==> src/rtl/axi_sram_slave.sv <==
// axi_sram_slave
//   Single-beat AXI slave in front of a 32-bit synchronous SRAM with
//   2^ADDR_W words. One transaction is serviced at a time. A read wins
//   over a write that is offered in the same IDLE cycle. Addresses whose
//   bits above the SRAM window are non-zero get SLVERR and no SRAM access.
//
// Ports
//   clk, rst_p            clock, synchronous active-high reset
//   ar*/r*                AXI read address / read data channels
//   aw*/w*/b*             AXI write address / write data / response channels
//   sram_en, sram_wen     SRAM access strobe and byte write enables
//   sram_addr, sram_wdata SRAM word address and write data
//   sram_rdata            SRAM read data, valid the cycle after a read strobe
//
// State table
//   state      | meaning
//   IDLE       | ready for AR, or AW/W when no read is offered
//   RD_REQ     | SRAM read strobe
//   RD_CAP     | capture SRAM read data
//   RD_RESP    | R beat presented, waiting for rready
//   WR_COLLECT | one of AW/W captured, waiting for the other
//   WR_MEM     | SRAM write strobe
//   WR_RESP    | B response presented, waiting for bready
module axi_sram_slave #(
  parameter int ADDR_W = 16
) (
  input  logic              clk,
  input  logic              rst_p,
  input  logic [3:0]        arid,
  input  logic [31:0]       araddr,
  input  logic [7:0]        arlen,
  input  logic [2:0]        arsize,
  input  logic              arvalid,
  output logic              arready,
  output logic [3:0]        rid,
  output logic [31:0]       rdata,
  output logic [1:0]        rresp,
  output logic              rlast,
  output logic              rvalid,
  input  logic              rready,
  input  logic [3:0]        awid,
  input  logic [31:0]       awaddr,
  input  logic [7:0]        awlen,
  input  logic [2:0]        awsize,
  input  logic              awvalid,
  output logic              awready,
  input  logic [3:0]        wid,
  input  logic [31:0]       wdata,
  input  logic [3:0]        wstrb,
  input  logic              wlast,
  input  logic              wvalid,
  output logic              wready,
  output logic [3:0]        bid,
  output logic [1:0]        bresp,
  output logic              bvalid,
  input  logic              bready,
  output logic              sram_en,
  output logic [3:0]        sram_wen,
  output logic [ADDR_W-1:0] sram_addr,
  output logic [31:0]       sram_wdata,
  input  logic [31:0]       sram_rdata
);

  typedef enum logic [2:0] {
    IDLE,
    RD_REQ,
    RD_CAP,
    RD_RESP,
    WR_COLLECT,
    WR_MEM,
    WR_RESP
  } state_t;

  localparam logic [1:0] RESP_OKAY   = 2'b00;
  localparam logic [1:0] RESP_SLVERR = 2'b10;

  state_t state;

  logic              rd_ok;
  logic              aw_held;
  logic              w_held;
  logic [3:0]        aw_id_q;
  logic [ADDR_W-1:0] aw_addr_q;
  logic              aw_ok_q;
  logic [31:0]       w_data_q;
  logic [3:0]        w_strb_q;

  // Burst/size/id fields that a single-beat slave has no use for.
  logic unused_fields;
  assign unused_fields = ^{arlen, arsize, awlen, awsize, wid, wlast};

  function automatic logic addr_ok(input logic [31:0] a);
    return (a >> (ADDR_W + 2)) == 32'd0;
  endfunction

  // Readies are decoded from the registered state; awready/wready also
  // look at arvalid so a read offered in IDLE blocks the write channels.
  assign arready = !rst_p && (state == IDLE);
  assign awready = !rst_p && (((state == IDLE) && !arvalid) ||
                              ((state == WR_COLLECT) && !aw_held));
  assign wready  = !rst_p && (((state == IDLE) && !arvalid) ||
                              ((state == WR_COLLECT) && !w_held));

  logic aw_hs;
  logic w_hs;
  logic wr_go;
  assign aw_hs = awvalid && awready;
  assign w_hs  = wvalid && wready;
  assign wr_go = (aw_held || aw_hs) && (w_held || w_hs);

  // Write beat as seen on the edge that completes AW+W: a channel captured
  // on this very edge comes straight from the bus.
  logic [ADDR_W-1:0] wr_addr;
  logic              wr_ok;
  logic [31:0]       wr_data;
  logic [3:0]        wr_strb;
  assign wr_addr = aw_held ? aw_addr_q : awaddr[ADDR_W+1:2];
  assign wr_ok   = aw_held ? aw_ok_q   : addr_ok(awaddr);
  assign wr_data = w_held  ? w_data_q  : wdata;
  assign wr_strb = w_held  ? w_strb_q  : wstrb;

  always_ff @(posedge clk) begin
    if (rst_p) begin
      state      <= IDLE;
      rd_ok      <= 1'b0;
      aw_held    <= 1'b0;
      w_held     <= 1'b0;
      aw_id_q    <= '0;
      aw_addr_q  <= '0;
      aw_ok_q    <= 1'b0;
      w_data_q   <= '0;
      w_strb_q   <= '0;
      rid        <= '0;
      rdata      <= '0;
      rresp      <= '0;
      rlast      <= 1'b0;
      rvalid     <= 1'b0;
      bid        <= '0;
      bresp      <= '0;
      bvalid     <= 1'b0;
      sram_en    <= 1'b0;
      sram_wen   <= '0;
      sram_addr  <= '0;
      sram_wdata <= '0;
    end else begin
      if (aw_hs) begin
        aw_held   <= 1'b1;
        aw_id_q   <= awid;
        aw_addr_q <= awaddr[ADDR_W+1:2];
        aw_ok_q   <= addr_ok(awaddr);
      end
      if (w_hs) begin
        w_held   <= 1'b1;
        w_data_q <= wdata;
        w_strb_q <= wstrb;
      end

      case (state)
        IDLE, WR_COLLECT: begin
          if ((state == IDLE) && arvalid) begin
            rid       <= arid;
            rd_ok     <= addr_ok(araddr);
            sram_addr <= araddr[ADDR_W+1:2];
            sram_en   <= addr_ok(araddr);
            sram_wen  <= '0;
            state     <= RD_REQ;
          end else if (wr_go) begin
            sram_addr  <= wr_addr;
            sram_wdata <= wr_data;
            sram_en    <= wr_ok;
            sram_wen   <= wr_ok ? wr_strb : 4'b0000;
            state      <= WR_MEM;
          end else if (aw_hs || w_hs) begin
            state <= WR_COLLECT;
          end
        end
        RD_REQ: begin
          sram_en <= 1'b0;
          state   <= RD_CAP;
        end
        RD_CAP: begin
          rdata  <= rd_ok ? sram_rdata : 32'h0;
          rresp  <= rd_ok ? RESP_OKAY : RESP_SLVERR;
          rlast  <= 1'b1;
          rvalid <= 1'b1;
          state  <= RD_RESP;
        end
        RD_RESP: begin
          if (rready) begin
            rvalid <= 1'b0;
            rlast  <= 1'b0;
            state  <= IDLE;
          end
        end
        WR_MEM: begin
          sram_en  <= 1'b0;
          sram_wen <= '0;
          aw_held  <= 1'b0;
          w_held   <= 1'b0;
          bid      <= aw_id_q;
          bresp    <= aw_ok_q ? RESP_OKAY : RESP_SLVERR;
          bvalid   <= 1'b1;
          state    <= WR_RESP;
        end
        WR_RESP: begin
          if (bready) begin
            bvalid <= 1'b0;
            state  <= IDLE;
          end
        end
        default: state <= IDLE;
      endcase
    end
  end

endmodule

==> config.mk <==
export PLATFORM = sky130hd
export DESIGN_NAME = axi_sram_slave
export DESIGN_NICKNAME = d
export VERILOG_FILES = /design/src/rtl/axi_sram_slave.sv
export SDC_FILE = /design/constraint.sdc
export NUM_CORES = 1
export LEC_CHECK = 0
export BUFFER_PORTS_ARGS = -buffer_cell sky130_fd_sc_hd__buf_2
export CORE_AREA = 2 2 155 119
export DETAILED_ROUTE_END_ITERATION = 6
export DIE_AREA = 0 0 157 121
export PLACE_DENSITY_LB_ADDON = 0.25
export SLEW_MARGIN = 20
export SYNTH_ARGS = -nofsm -noshare
export SYNTH_HDL_FRONTEND = slang
export SYNTH_SLANG_ARGS = --single-unit
==> constraint.sdc <==
create_clock -name clk -period 4.01 [get_ports clk]
set_input_delay 0.802 -clock clk [delete_from_list [all_inputs] [get_ports clk]]
set_output_delay 0.802 -clock clk [all_outputs]
set_load 0.005 [all_outputs]
# == Word level (Yosys, flattened, before mapping) ==
# Cells that the tools add are included.
# totals
register_bits,162
input_bits,174
out_inout_bits,103
# classes
eq_ne,10
muxes,26
bitwise,1
reduce_logical,38
# ops
op,count
logical NOT 32 bit,2
2-to-1 mux 32 bit,2
2-to-1 mux 16 bit,3
one-hot mux 3 bit (6 select lines),1
2-to-1 mux 4 bit,4
2-to-1 mux 3 bit,5
AND reduction 2 bit,6
logical AND 1 bit,10
nonzero test 2 bit,5
equality test 3 bit (second input constant),3
one-hot mux 4 bit (2 select lines),1
equality test 3 x 2 -> 1 bit (second input constant),2
one-hot mux 1 bit (2 select lines),3
AND reduction 3 bit,2
OR reduction 2 bit,3
logical OR 1 bit,5
2-to-1 mux 1 bit,5
logical NOT 1 bit,4
2-to-1 mux 2 bit,2
!= test 2 bit (second input constant),2
!= test 4 bit (second input constant),1
equality test 3 x 1 -> 1 bit (second input constant),1
logical NOT 3 bit,1
!= test 3 bit (second input constant),1
inverter 1 bit,1

# == Depth between registers and ports, before layout ==
# logic_depth
depth_word,10
depth_mapped,9
ltp_nobuf,5

# == Worst setup path after synthesis ==
# No wires, ideal clock.
# synth_path
path_kind,input port to output port
from,input rst_p
to,output arready
t_arrival_ns,1.789
setup_slack_ns,1.419
path_stages,4
n_path_buf,3
path_cell_list,clkbuf_1 clkbuf_1 buf_1 nor3_1
# synth_between
elab_chain_cells,2
# synth_rtl
item,line_no,text
"start, declared",28,"input logic rst_p,"
logical NOT 1 bit,98,assign arready = !rst_p && (state == IDLE);
logical AND 1 bit,98,
"end, declared",34,"output logic arready,"
# Every way passes these cells.

# == Worst setup path after layout ==
# layout_path
from,register state[0]
to,output awready
# layout_between
elab_chain_cells,4
word_cells_on_any_way,6
cone_classes,eq/ne: 1; reduce/logical: 5
# layout_rtl
item,line_no,text
"start, declared",77,state_t state;
"start signal, assigned",124,state <= IDLE;
"start signal, assigned",166,state <= RD_REQ;
"start signal, assigned",172,state <= WR_MEM;
equality test 3 bit or logical NOT 3 bit (tied branches),"100, 99",
"logical AND 1 bit, on equally long branches","100, 99",
logical OR 1 bit *,99,assign awready = !rst_p && (((state == IDLE) && !arvalid) ||
logical AND 1 bit *,99,
"end, declared",46,"output logic awready,"
# Every way passes the cells marked *; elsewhere a longest branch is shown, timed or not.

==> flow_metrics.py <==
metrics = {
    "global_route": {
        "grt_pass1_vias": 5557,
        "grt_usage_pct": 18.9,
        "grt_pass1_wl_um": 28600,
        "grt_max_degree": 127,
        "antenna_found_initial": 2,
        "grt.overflow.total": 0,
    },
    "drt": {
        "drt_iter0_drc": 409,
        "met1_length_um": 8620,
        "num_vias": 6176,
        "postRouteWirelength_um": 18000,
        "wire_per_inst_um": 14.3,
        "first_pass_iters": 5,
        "vias_per_cell": 4.90,
        "routed.top_layer": "met4",
        "wl_met2_um": 7960,
        "drc_errors": 0,
        "wl_met3_um": 1230,
        "ant_nets": 0,
    },
    "layout": {
        "final_core_util_pct": 50.8,
        "area_growth_pct": 28.7,
        "final_cells": 1260,
        "n_fill_cell": 1698,
        "final_area_um2": 8840,
        "fin_nets": 1178,
        "drive_above_1_share_pct": 32.0,
    },
    "yosys": {
        "synth-adder-area-share_pct": 0,
        "yosys.area_share.simple_pct": 21.6,
        "postSynthCellCount": 802,
        "synth-async-reset-ratio_pct": 0,
        "ys_seq_elements": 160,
        "synth_area_per_cell_um2": 8.56,
        "yosysTopAreaCellShare_pct": 46.6,
        "netlist_area_um2": 6870,
        "yosysSeqAreaShare_pct": 46.6,
        "synth_top_family_by_area": "simple AND/OR/NAND/NOR gates",
        "post-synth-top-count-cell": "dfxtp_1",
        "yosysUniqueCellTypes": 41,
        "yosysTopAreaCell": "dfxtp_1",
        "synthFlopType": "dfxtp_1",
        "synth_compound_area_share_pct": 18.4,
        "muxShareOfSynthArea_pct": 8.33,
        "yosys-top-cells-count": "dfxtp_1 (160), nand2_1 (118), o21ai_0 (91)",
        "synthTopCellsByArea": "dfxtp_1 (47%), mux2i_1 (8.2%), o21ai_0 (6.6%), nand2_1 (6.5%), nand2b_1 (5.5%)",
        "synth-xor-area-share_pct": 0,
        "ys.warnings.count": 0,
        "synth_edf_count": 0,
    },
    "timing": {
        "max_freq_mhz": 327,
        "finalSetupViolations": 0,
        "final.min_clock_period_ns": 3.06,
        "min_period_over_period_pct": 76.2,
        "fin_tns_setup_ns": 0,
        "hold_viol_final": 0,
        "rsz0062_at_grt": "no",
        "whs_ns": 0.448,
        "worst_pin_slew_ns": 1.02,
        "slew_violations": 0,
        "maxSlewHeadroom_pct": 31.9,
        "clock_skew_ns": 0.0125,
    },
    "worst_setup_path": {
        "slowest_delay_ns": 0.85,
        "crit_slowest_cell": "or2_1",
        "critPathRequiredTime_ns": 3.21,
        "critical_path_arrival_ns": 2.26,
        "critPathKind": "flip-flop to primary output",
        "cp-end-kind": "primary output",
        "rr_worst_depth": 5,
        "cp_max_fo": 26,
        "start_kind": "flip-flop",
        "crit_chain": "or2_1, or3_1, a21oi_1, buf_2",
    },
    "clocking": {
        "post_cts.repair.setup_buffers": 0,
        "cts_buffers": 17,
        "cts_hold_buf": 0,
        "cts.sinks": 160,
        "clk_pin_slew_worst_paths_ns": 0.06,
        "clock_path_buffers": 2,
        "htree_levels": 4,
        "clkLatencyLatePin_ns": 0.42,
        "cts_tree": "built",
        "root_buffer": "clkbuf_16",
        "post_cts_resized": 0,
    },
    "power": {
        "swShare_pct": 30.0,
        "power_frac_seq_pct": 41.6,
        "powerDensity_nw_per_um2": 503,
        "vdd_drop_max_v": 0.000237,
        "p_comb_share_pct": 20.3,
        "pwr-share-clk_pct": 38.1,
        "p_leak_nw": 3.55,
        "intPower_w": 0.00311,
        "switchingPower_w": 0.00133,
    },
    "floorplanning": {
        "core_um2": 17400,
        "die_h_um": 121,
        "die-area_um2": 19000,
        "start_util_pct": 39.5,
        "io_pins": 277,
        "die_w_um": 157,
        "num_rows": 42,
    },
    "placed_design": {
        "place.gp.congestion": 0.748,
        "place_inst": 1227,
        "hpwl_um": 11900,
        "numPortBuffers": 243,
        "placed_area_um2": 8220,
    },
    "worst_hold_path": {
        "hold_path.class": "flip-flop to flip-flop",
        "whs_path_depth": 2,
    },
    "job": {
        "drv_cap": 0,
    },
    "run_status": {
        "outcome": "completed",
    },
}
## through the flow
stage                     worst slack [ns]  total power, W
after detailed placement              1.10         0.00279
after global placement                1.13         0.00278
after global routing                 0.802         0.00470
after CTS                            0.942         0.00451
after floorplan                       1.42         0.00247
final                                0.952         0.00445
## power by group through the flow
stage / clock network (W) / logic [W] / registers (W)
floorplan: 0 / 0.000607 / 0.00186
global placement: 0 / 0.000896 / 0.00188
detailed placement: 0 / 0.000902 / 0.00189
CTS: 0.00175 / 0.000907 / 0.00185
global route: 0.00181 / 0.00101 / 0.00187
finish: 0.00170 / 0.000901 / 0.00185
## cell type report
| class | instances | area, um^2 | area share, % |
|---|---|---|---|
| diodes | 1 | 2.50 | 0.0283 |
| clock buffers | 18 | 439 | 4.97 |
| clock inverters | 14 | 179 | 2.02 |
| inverters | 3 | 11.3 | 0.127 |
| multi-input cells | 566 | 3360 | 38.0 |
| flip-flops and latches | 160 | 3210 | 36.3 |
| well taps | 242 | 303 | 3.43 |
| repair buffers | 256 | 1340 | 15.2 |
## routing by layer
layer  global-route usage [%]  vias to the layer above
met5                        0                        -
met4                     5.39                        0
met3                     6.46                       11
met2                     28.5                      169
met1                     25.6                     2820
li1                         -                     3176
## sequential cells by signal (all words and copies together), names as in the netlist, 3 cells and up
name and flops:
w_data_q 32, aw_id_q 4, rid 4, aw_addr_q 16
sram_wdata 32, sram_addr 16, bid 4, sram_wen 4
state 3, w_strb_q 4, rdata 32
## layout by cell type, fill, tap and decap left out, types with 3 or more instances in the layout
cell,instances
buf_2,242
dfxtp_1,158
nand2_1,118
o21ai_0,90
a21oi_1,61
nand2b_1,60
mux2i_1,56
nand3_1,52
nor2_1,46
a211oi_2,28
clkbuf_16,17
buf_4,12
a211oi_1,6
nor3_1,5
nor4_1,5
nand3b_1,4
inv_6,4
inv_1,3
nand4_1,3
o32ai_1,3
clkinv_4,3
clkinvlp_4,3
bufinv_16,3
## worst max-delay path, delay by kind of cell, from the launching register on
family | cells | cell delay, ns
and+or+nand+nor | 2 | 1.08
DFF | 1 | 0.56
buffers and inverters | 1 | 0.15
AOI/OAI and AO/OA | 1 | 0.04
## cell families (layout without fill, tap and decap cells)
logic type | Yosys count | in the layout
compound gates | 198 | 198
flops | 160 | 160
other cells | 1 | 3
simple gates | 309 | 309
buf+inv | 77 | 291
mux | 57 | 57
## path summary, 6_finish.rpt
kind,startpoint,to,slack [ns]
worst min register to register,rdata[0]$_SDFFE_PP0P_,rdata[0]$_SDFFE_PP0P_,0.45
worst min-delay path,rdata[0]$_SDFFE_PP0P_,rdata[0]$_SDFFE_PP0P_,0.45
worst max register to register,state[0]$_SDFFE_PP0P_,sram_en$_SDFFE_PP0P_,1.01
worst max-delay path,state[0]$_SDFFE_PP0P_,awready,0.95
Power figures use the tool's default switching activity.
